`src/rtl/ex_issue_buffer.sv`:
```
// Execute-stage issue buffer: a small operand queue feeding a combinational ALU,
// followed by a single result register with a valid/ready writeback handshake.
package ex_issue_buffer_pkg;

    typedef logic [31:0] word;

    typedef enum logic [3:0] {
        alu_nop  = 4'd0,
        alu_add  = 4'd1,
        alu_sub  = 4'd2,
        alu_and  = 4'd3,
        alu_or   = 4'd4,
        alu_xor  = 4'd5,
        alu_sll  = 4'd6,
        alu_srl  = 4'd7,
        alu_sra  = 4'd8,
        alu_slt  = 4'd9,
        alu_sltu = 4'd10
    } aluop;

endpackage

module ex_issue_buffer
    import ex_issue_buffer_pkg::*;
#(
    parameter int DEPTH = 2,
    parameter int TAG_W = 5
) (
    input  logic                         clk,
    input  logic                         rst,
    input  logic                         flush_i,

    input  logic                         iss_valid_i,
    output logic                         iss_ready_o,
    input  word                          iss_data1_i,
    input  word                          iss_data2_i,
    input  aluop                         iss_op_i,
    input  logic [TAG_W-1:0]             iss_rd_i,

    output word                          ALU_data1_o,
    output word                          ALU_data2_o,
    output aluop                         ALU_op_o,
    input  word                          ALU_result_i,
    input  logic                         ALU_busy_i,

    output logic                         wb_valid_o,
    input  logic                         wb_ready_i,
    output word                          wb_result_o,
    output logic [TAG_W-1:0]             wb_rd_o,

    output logic [$clog2(DEPTH):0]       occ_o
);

    localparam int PTR_W = $clog2(DEPTH);
    localparam int OCC_W = PTR_W + 1;
    localparam logic [OCC_W-1:0] DEPTH_OCC = OCC_W'(DEPTH);

    typedef struct packed {
        word              data1;
        word              data2;
        aluop             op;
        logic [TAG_W-1:0] rd;
    } entry_t;

    entry_t             queue_q [DEPTH];
    entry_t             entry_d;
    entry_t             head_entry;

    logic [PTR_W-1:0]   head_q, head_d;
    logic [PTR_W-1:0]   tail_q, tail_d;
    logic [OCC_W-1:0]   occ_q, occ_d;
    logic               wb_valid_q, wb_valid_d;
    word                wb_result_q, wb_result_d;
    logic [TAG_W-1:0]   wb_rd_q, wb_rd_d;

    logic               not_empty;
    logic               iss_ready;
    logic               push;
    logic               fire;

    // Handshake qualifiers. Ready looks only at registered occupancy, so a
    // full queue refuses an issue even in a cycle where the head is popping.
    always_comb begin
        not_empty = (occ_q != '0);
        iss_ready = (occ_q < DEPTH_OCC);
        push      = iss_valid_i && iss_ready && !flush_i;
        fire      = not_empty && !ALU_busy_i && (!wb_valid_q || wb_ready_i) && !flush_i;
    end

    always_comb begin
        entry_d.data1 = iss_data1_i;
        entry_d.data2 = iss_data2_i;
        entry_d.op    = iss_op_i;
        entry_d.rd    = iss_rd_i;
        head_entry    = queue_q[head_q];
    end

    // Queue pointers and occupancy; pointers wrap naturally since DEPTH is a power of two.
    always_comb begin
        // NOTE: every output of a combinational block gets a default first, so no path can infer a latch.
        head_d = head_q;
        tail_d = tail_q;
        occ_d  = occ_q;
        if (flush_i) begin
            head_d = '0;
            tail_d = '0;
            occ_d  = '0;
        end else begin
            if (push) tail_d = tail_q + 1'b1;
            if (fire) head_d = head_q + 1'b1;
            case ({push, fire})
                2'b10:   occ_d = occ_q + 1'b1;
                2'b01:   occ_d = occ_q - 1'b1;
                default: occ_d = occ_q;
            endcase
        end
    end

    // Result register: a fire reloads it, a bare handshake empties it,
    // otherwise it holds so writeback sees stable data under backpressure.
    always_comb begin
        wb_valid_d  = wb_valid_q;
        wb_result_d = wb_result_q;
        wb_rd_d     = wb_rd_q;
        if (flush_i) begin
            wb_valid_d = 1'b0;
        end else if (fire) begin
            wb_valid_d  = 1'b1;
            wb_result_d = ALU_result_i;
            wb_rd_d     = head_entry.rd;
        end else if (wb_ready_i) begin
            wb_valid_d = 1'b0;
        end
    end

    always_ff @(posedge clk) begin
        // NOTE: sequential state uses non-blocking assignments so every flop samples pre-edge values.
        if (rst) begin
            head_q      <= '0;
            tail_q      <= '0;
            occ_q       <= '0;
            wb_valid_q  <= 1'b0;
            wb_result_q <= '0;
            wb_rd_q     <= '0;
        end else begin
            head_q      <= head_d;
            tail_q      <= tail_d;
            occ_q       <= occ_d;
            wb_valid_q  <= wb_valid_d;
            wb_result_q <= wb_result_d;
            wb_rd_q     <= wb_rd_d;
        end
    end

    // NOTE: queue storage is deliberately not reset; occupancy alone decides which entries are meaningful.
    always_ff @(posedge clk) begin
        if (push) begin
            queue_q[tail_q] <= entry_d;
        end
    end

    // The ALU sees the head entry only while something is queued.
    always_comb begin
        ALU_data1_o = '0;
        ALU_data2_o = '0;
        ALU_op_o    = alu_nop;
        if (not_empty) begin
            ALU_data1_o = head_entry.data1;
            ALU_data2_o = head_entry.data2;
            ALU_op_o    = head_entry.op;
        end
    end

    assign iss_ready_o = iss_ready;
    assign wb_valid_o  = wb_valid_q;
    assign wb_result_o = wb_result_q;
    assign wb_rd_o     = wb_rd_q;
    assign occ_o       = occ_q;

endmodule

```
`config.mk`:
```
export PLATFORM = sky130hd
export DESIGN_NAME = ex_issue_buffer
export DESIGN_NICKNAME = d
export VERILOG_FILES = /design/src/rtl/ex_issue_buffer.sv
export SDC_FILE = /design/constraint.sdc
export NUM_CORES = 1
export LEC_CHECK = 0
export BUFFER_PORTS_ARGS = -buffer_cell sky130_fd_sc_hd__buf_2
export CORE_ASPECT_RATIO = 2
export CORE_MARGIN = 8
export CORE_UTILIZATION = 51
export DETAILED_ROUTE_END_ITERATION = 10
export PLACE_DENSITY_LB_ADDON = 0.2
export SLEW_MARGIN = 10
export SYNTH_ARGS = -nofsm -noshare
export SYNTH_HDL_FRONTEND = slang
export SYNTH_SLANG_ARGS = --single-unit
```
`constraint.sdc`:
```
create_clock -name clk -period 5.9 [get_ports clk]
set_clock_uncertainty 0.2 [all_clocks]
set_input_delay 0.295 -clock clk [delete_from_list [all_inputs] [get_ports clk]]
set_output_delay 0.295 -clock clk [all_outputs]
set_load 0.01 [all_outputs]
```
==> flow_results.org <==
** Floorplanning
- From bottom edge to top edge, the die measures 185 µm.
- Measured along the x axis, the die boundary spans 100 µm.
- Pin placement for this block handled 220 I/O pins.
- Floorplan core area :: 13900 µm²
- The die covers 18500 µm².
- Row generation in the floorplan step produced 61 rows.
- Initial Utilization :: 52.3%

** Clock tree
- Clock tree synthesis inserted a total of 17 buffers.
- The H-tree generated during clock tree synthesis spans 4 levels.
- TritonCTS clock tree :: yes
- Clock tree synthesis found a total of 189 sinks.
- Clock root buffer :: sky130_fd_sc_hd__clkbuf_16
- Hold repair after CTS inserted 105 buffers.
- Max Buffers Root-to-Sink :: 2
- Source-to-sink clock delay at the later pin of the worst-skew pair :: 0.42 ns
- Clock-pin slew was measured on the worst setup and hold paths at 0.07 ns.
- After clock tree synthesis, the repair step resized 0 gates.
- Once the clock tree was built, the setup fixing pass inserted 0 buffers.

** Final layout
- Ratio of cells with drive above 1 in the final layout :: 32.0%
- After routing the design area is 10100 µm².
- In the layout the commonest cells are sky130_fd_sc_hd__buf_2 (219), sky130_fd_sc_hd__edfxtp_1 (146), sky130_fd_sc_hd__dlygate4sd3_1 (105).
- Synthesis-to-layout area growth :: 38.8%
- The number of antenna diodes in the final layout is 0.
- Nets :: 924
- Leaving out fill and tap cells, the most frequent cell in the layout is sky130_fd_sc_hd__buf_2.

** Setup path
- Crit path largest cell delay :: 0.73 ns
- Traced cell by cell, the critical path runs through nor3b_1, inv_1, nor2_4, buf_4.
- Element type at the critical path end :: register
- Cell with the largest stage delay on the worst path :: sky130_fd_sc_hd__nor2_4
- On the critical path the largest part of the delay comes from simple AND/OR/NAND/NOR gates.
- The worst setup path is launched from a register.
- Maximum fanout encountered on the critical timing path :: 42
- The number of buffers and inverters on the critical path is 2.
- Critical path type :: register to register
- Worst reg2reg setup slack :: 2.95 ns
- For the worst setup path, the data arrival time is 2.81 ns.
- Worst endpoint required time :: 5.75 ns

** Synthesis
- The average instance in the mapped netlist occupies 14.3 µm².
- Register bit total from synthesis :: 189
- Mapped Area :: 7260 µm²
- Count of yosys warnings during synthesis :: 0
- In the synthesized netlist the async set-or-reset flop fraction comes to 0%.
- Ranking of synthesized cells by area :: sky130_fd_sc_hd__edfxtp_1 (60%), sky130_fd_sc_hd__dfxtp_1 (12%), sky130_fd_sc_hd__mux2i_1 (10%)
- After synthesis, the largest family of logic cells by area is multiplexers.
- Counting every net in the synthesized netlist gives 618.
- The synthesized netlist devotes 0.362% of its cell area to XOR and XNOR gates.
- Synthesis instantiated 29 different standard cells from the library.
- The biggest area contributor in the post-synthesis netlist is sky130_fd_sc_hd__edfxtp_1.
- After Yosys synthesis, and, or, nand and nor cells account for 7.19% of the synthesized area.
- Area fraction in compound gates after synthesis :: 7.21%
- Gate count of the mapped netlist :: 506
- Adder-cell share of the synthesized area :: 0.172%
- Summing the sequential cell areas from Yosys gives 72.3% of the chip area.
- Area fraction of the dominant cell type after synthesis :: 60.4%
- Yosys mapped a number of flops with a built-in enable equal to 146.
- Mux share of post-synthesis cell area :: 10.1%
- Most used flip-flop cell after synthesis :: sky130_fd_sc_hd__edfxtp_1

** Power and ir drop
- Part of the power in registers :: 54.0%
- The share of total power dissipated in combinational logic is 7.4%.
- The worst-case IR drop observed on VDD is 224 µV.
- Power share of the clock group :: 38.6%
- Pwr/cell area :: 272 nW/µm²
- Proportion of total power due to net switching :: 22.4%
- Switching Power :: 0.000613 W
- In this run the static leakage power is 3.82 nW.
- Internal Dissipation :: 0.00212 W

** Global route
- The first global-routing pass estimated 28500 µm of wire.
- The total overflow left after global routing is 0.
- The initial antenna violation count was 0.
- Global routing consumed, over all layers together, 19.8% of the routing resources.
- The number of global-route vias before repair came to 5708.
- Maximum number of pins on one net before global-route repair :: 74

** Outcome
- The flow ran to the end, and the final reports show no timing, DRC or antenna violations.

** Timing
- Number of max-slew violations in the final report :: 0
- Achievable frequency :: 339 MHz
- Actual transition at the worst max-transition pin :: 1.01 ns
- The worst path uses 50.1% of the clock period.
- Final-report setup violation count :: 0
- The worst pin sits at a relative slew slack of 32.7%.
- The final hold violation count is 0.
- For the finished layout, the period the worst path requires is 2.95 ns.
- Adding up every negative setup slack in the final design gives 0 ns.
- Setup repair after global routing missed its margin :: false

** Route
- WL per Instance :: 18.2 µm
- Total iterations of the first detailed-routing run :: 5
- After detailed routing, the number of vias per cell comes to 5.24.
- Via count :: 5304
- DRC marker count from the first detailed-route iteration :: 305
- Remaining routing DRC violations :: 0
- Total routed wirelength :: 18400 µm
- The detail route stage leaves a number of antenna-violating nets equal to 0.

** Worst hold path
- The tightest min-delay check is of the input port to register type.

** Placement
- Routability-driven placement finished with a final weighted congestion of 0.798.
- Detailed placement finished with a half-perimeter wire length of 11800 µm.
- Total of buffers placed on input and output ports :: 219
- Area after DPL :: 8470 µm²

** Job
- Across the run, the number of max-cap violations was 0.
-- worst paths after layout --
kind / start / to / cells past startpoint
setup / recovery: occ_o[1] / queue_q[0][28] / 4
hold / removal: iss_valid_i / tail_q / 4
setup reg to reg: occ_o[1] / queue_q[0][28] / 4
hold reg to reg: wb_result_o[3] / wb_result_o[3] / 2
-- worst reg2reg max path, cell delays in order, from the launching register on --
cell                      delay (ns)
sky130_fd_sc_hd__dfxtp_1        0.40
sky130_fd_sc_hd__nor3b_1        0.45
sky130_fd_sc_hd__inv_1          0.17
sky130_fd_sc_hd__nor2_4         0.73
sky130_fd_sc_hd__buf_4          0.62
-- metrics by stage --
| step | utilization (%) | worst slack [ns] | hold slack [ns] | total power [W] | std cells |
|---|---|---|---|---|---|
| after global routing | 72.5 | 2.68 | 0.195 | 0.00283 | 1013 |
| after global placement | 61.0 | 2.74 | 0.251 | 0.00165 | 877 |
| after floorplan | - | 1.24 | 0.194 | 0.00158 | 506 |
| after detailed placement | 61.0 | 2.61 | 0.258 | 0.00165 | 877 |
| after CTS | 72.5 | 2.87 | 0.170 | 0.00276 | 1013 |
| final | 72.5 | 2.95 | 0.177 | 0.00274 | 1013 |
-- cell usage after synthesis (2+ instances only) --
cell type,number
sky130_fd_sc_hd__buf_1,2
sky130_fd_sc_hd__dfxtp_1,43
sky130_fd_sc_hd__xnor2_1,2
sky130_fd_sc_hd__edfxtp_1,146
sky130_fd_sc_hd__inv_1,2
sky130_fd_sc_hd__buf_2,20
sky130_fd_sc_hd__nand4_1,32
sky130_fd_sc_hd__clkbuf_1,20
sky130_fd_sc_hd__a31oi_1,5
sky130_fd_sc_hd__mux2i_1,73
sky130_fd_sc_hd__o31ai_1,33
sky130_fd_sc_hd__nor2_1,72
sky130_fd_sc_hd__a211oi_1,5
sky130_fd_sc_hd__a21oi_1,36
-- power groups by stage --
stage / registers (W) / clock network [W] / logic (W)
after floorplan: 0.00151 / 0 / 0.0000689
after global placement: 0.00151 / 0 / 0.000142
after detailed placement: 0.00151 / 0 / 0.000147
after CTS: 0.00148 / 0.00108 / 0.000203
after global routing: 0.00148 / 0.00113 / 0.000220
final: 0.00148 / 0.00106 / 0.000203
-- registers in the layout, summed over array words and instances (netlist names), named ones only --
| name | cells |
|---|---|
| queue_q | 146 |
| wb_result_o | 32 |
| head_q | 1 |
| wb_valid_o | 1 |
| tail_q | 1 |
| wb_rd_o | 5 |
| occ_o | 2 |
-- final cells by class --
type	instances	area [µm²]
Sequential cell	189	5250
Fill cell	968	3810
Timing Repair Buffer	330	2190
Multi-Input combinational cell	271	1830
Clock buffer	17	425
Tap cell	189	236
Clock inverter	14	129
Inverter	3	11.3
-- metal layers --
layer,wire [µm],track usage (%)
met5,0,0
met4,517,9.57
met3,1260,5.40
met2,10300,37.4
met1,6300,19.0
-- logic make-up after synthesis --
| group | Yosys count |
|---|---|
| multiplexers | 73 |
| AND/OR/NAND/NOR | 112 |
| AO/OA/AOI/OAI | 82 |
| adder cells (fa/ha/maj) | 1 |
| buffers and inverters | 46 |
| XOR/XNOR | 3 |
| flip-flops | 189 |
No activity file was read; power rests on OpenSTA's default activity.
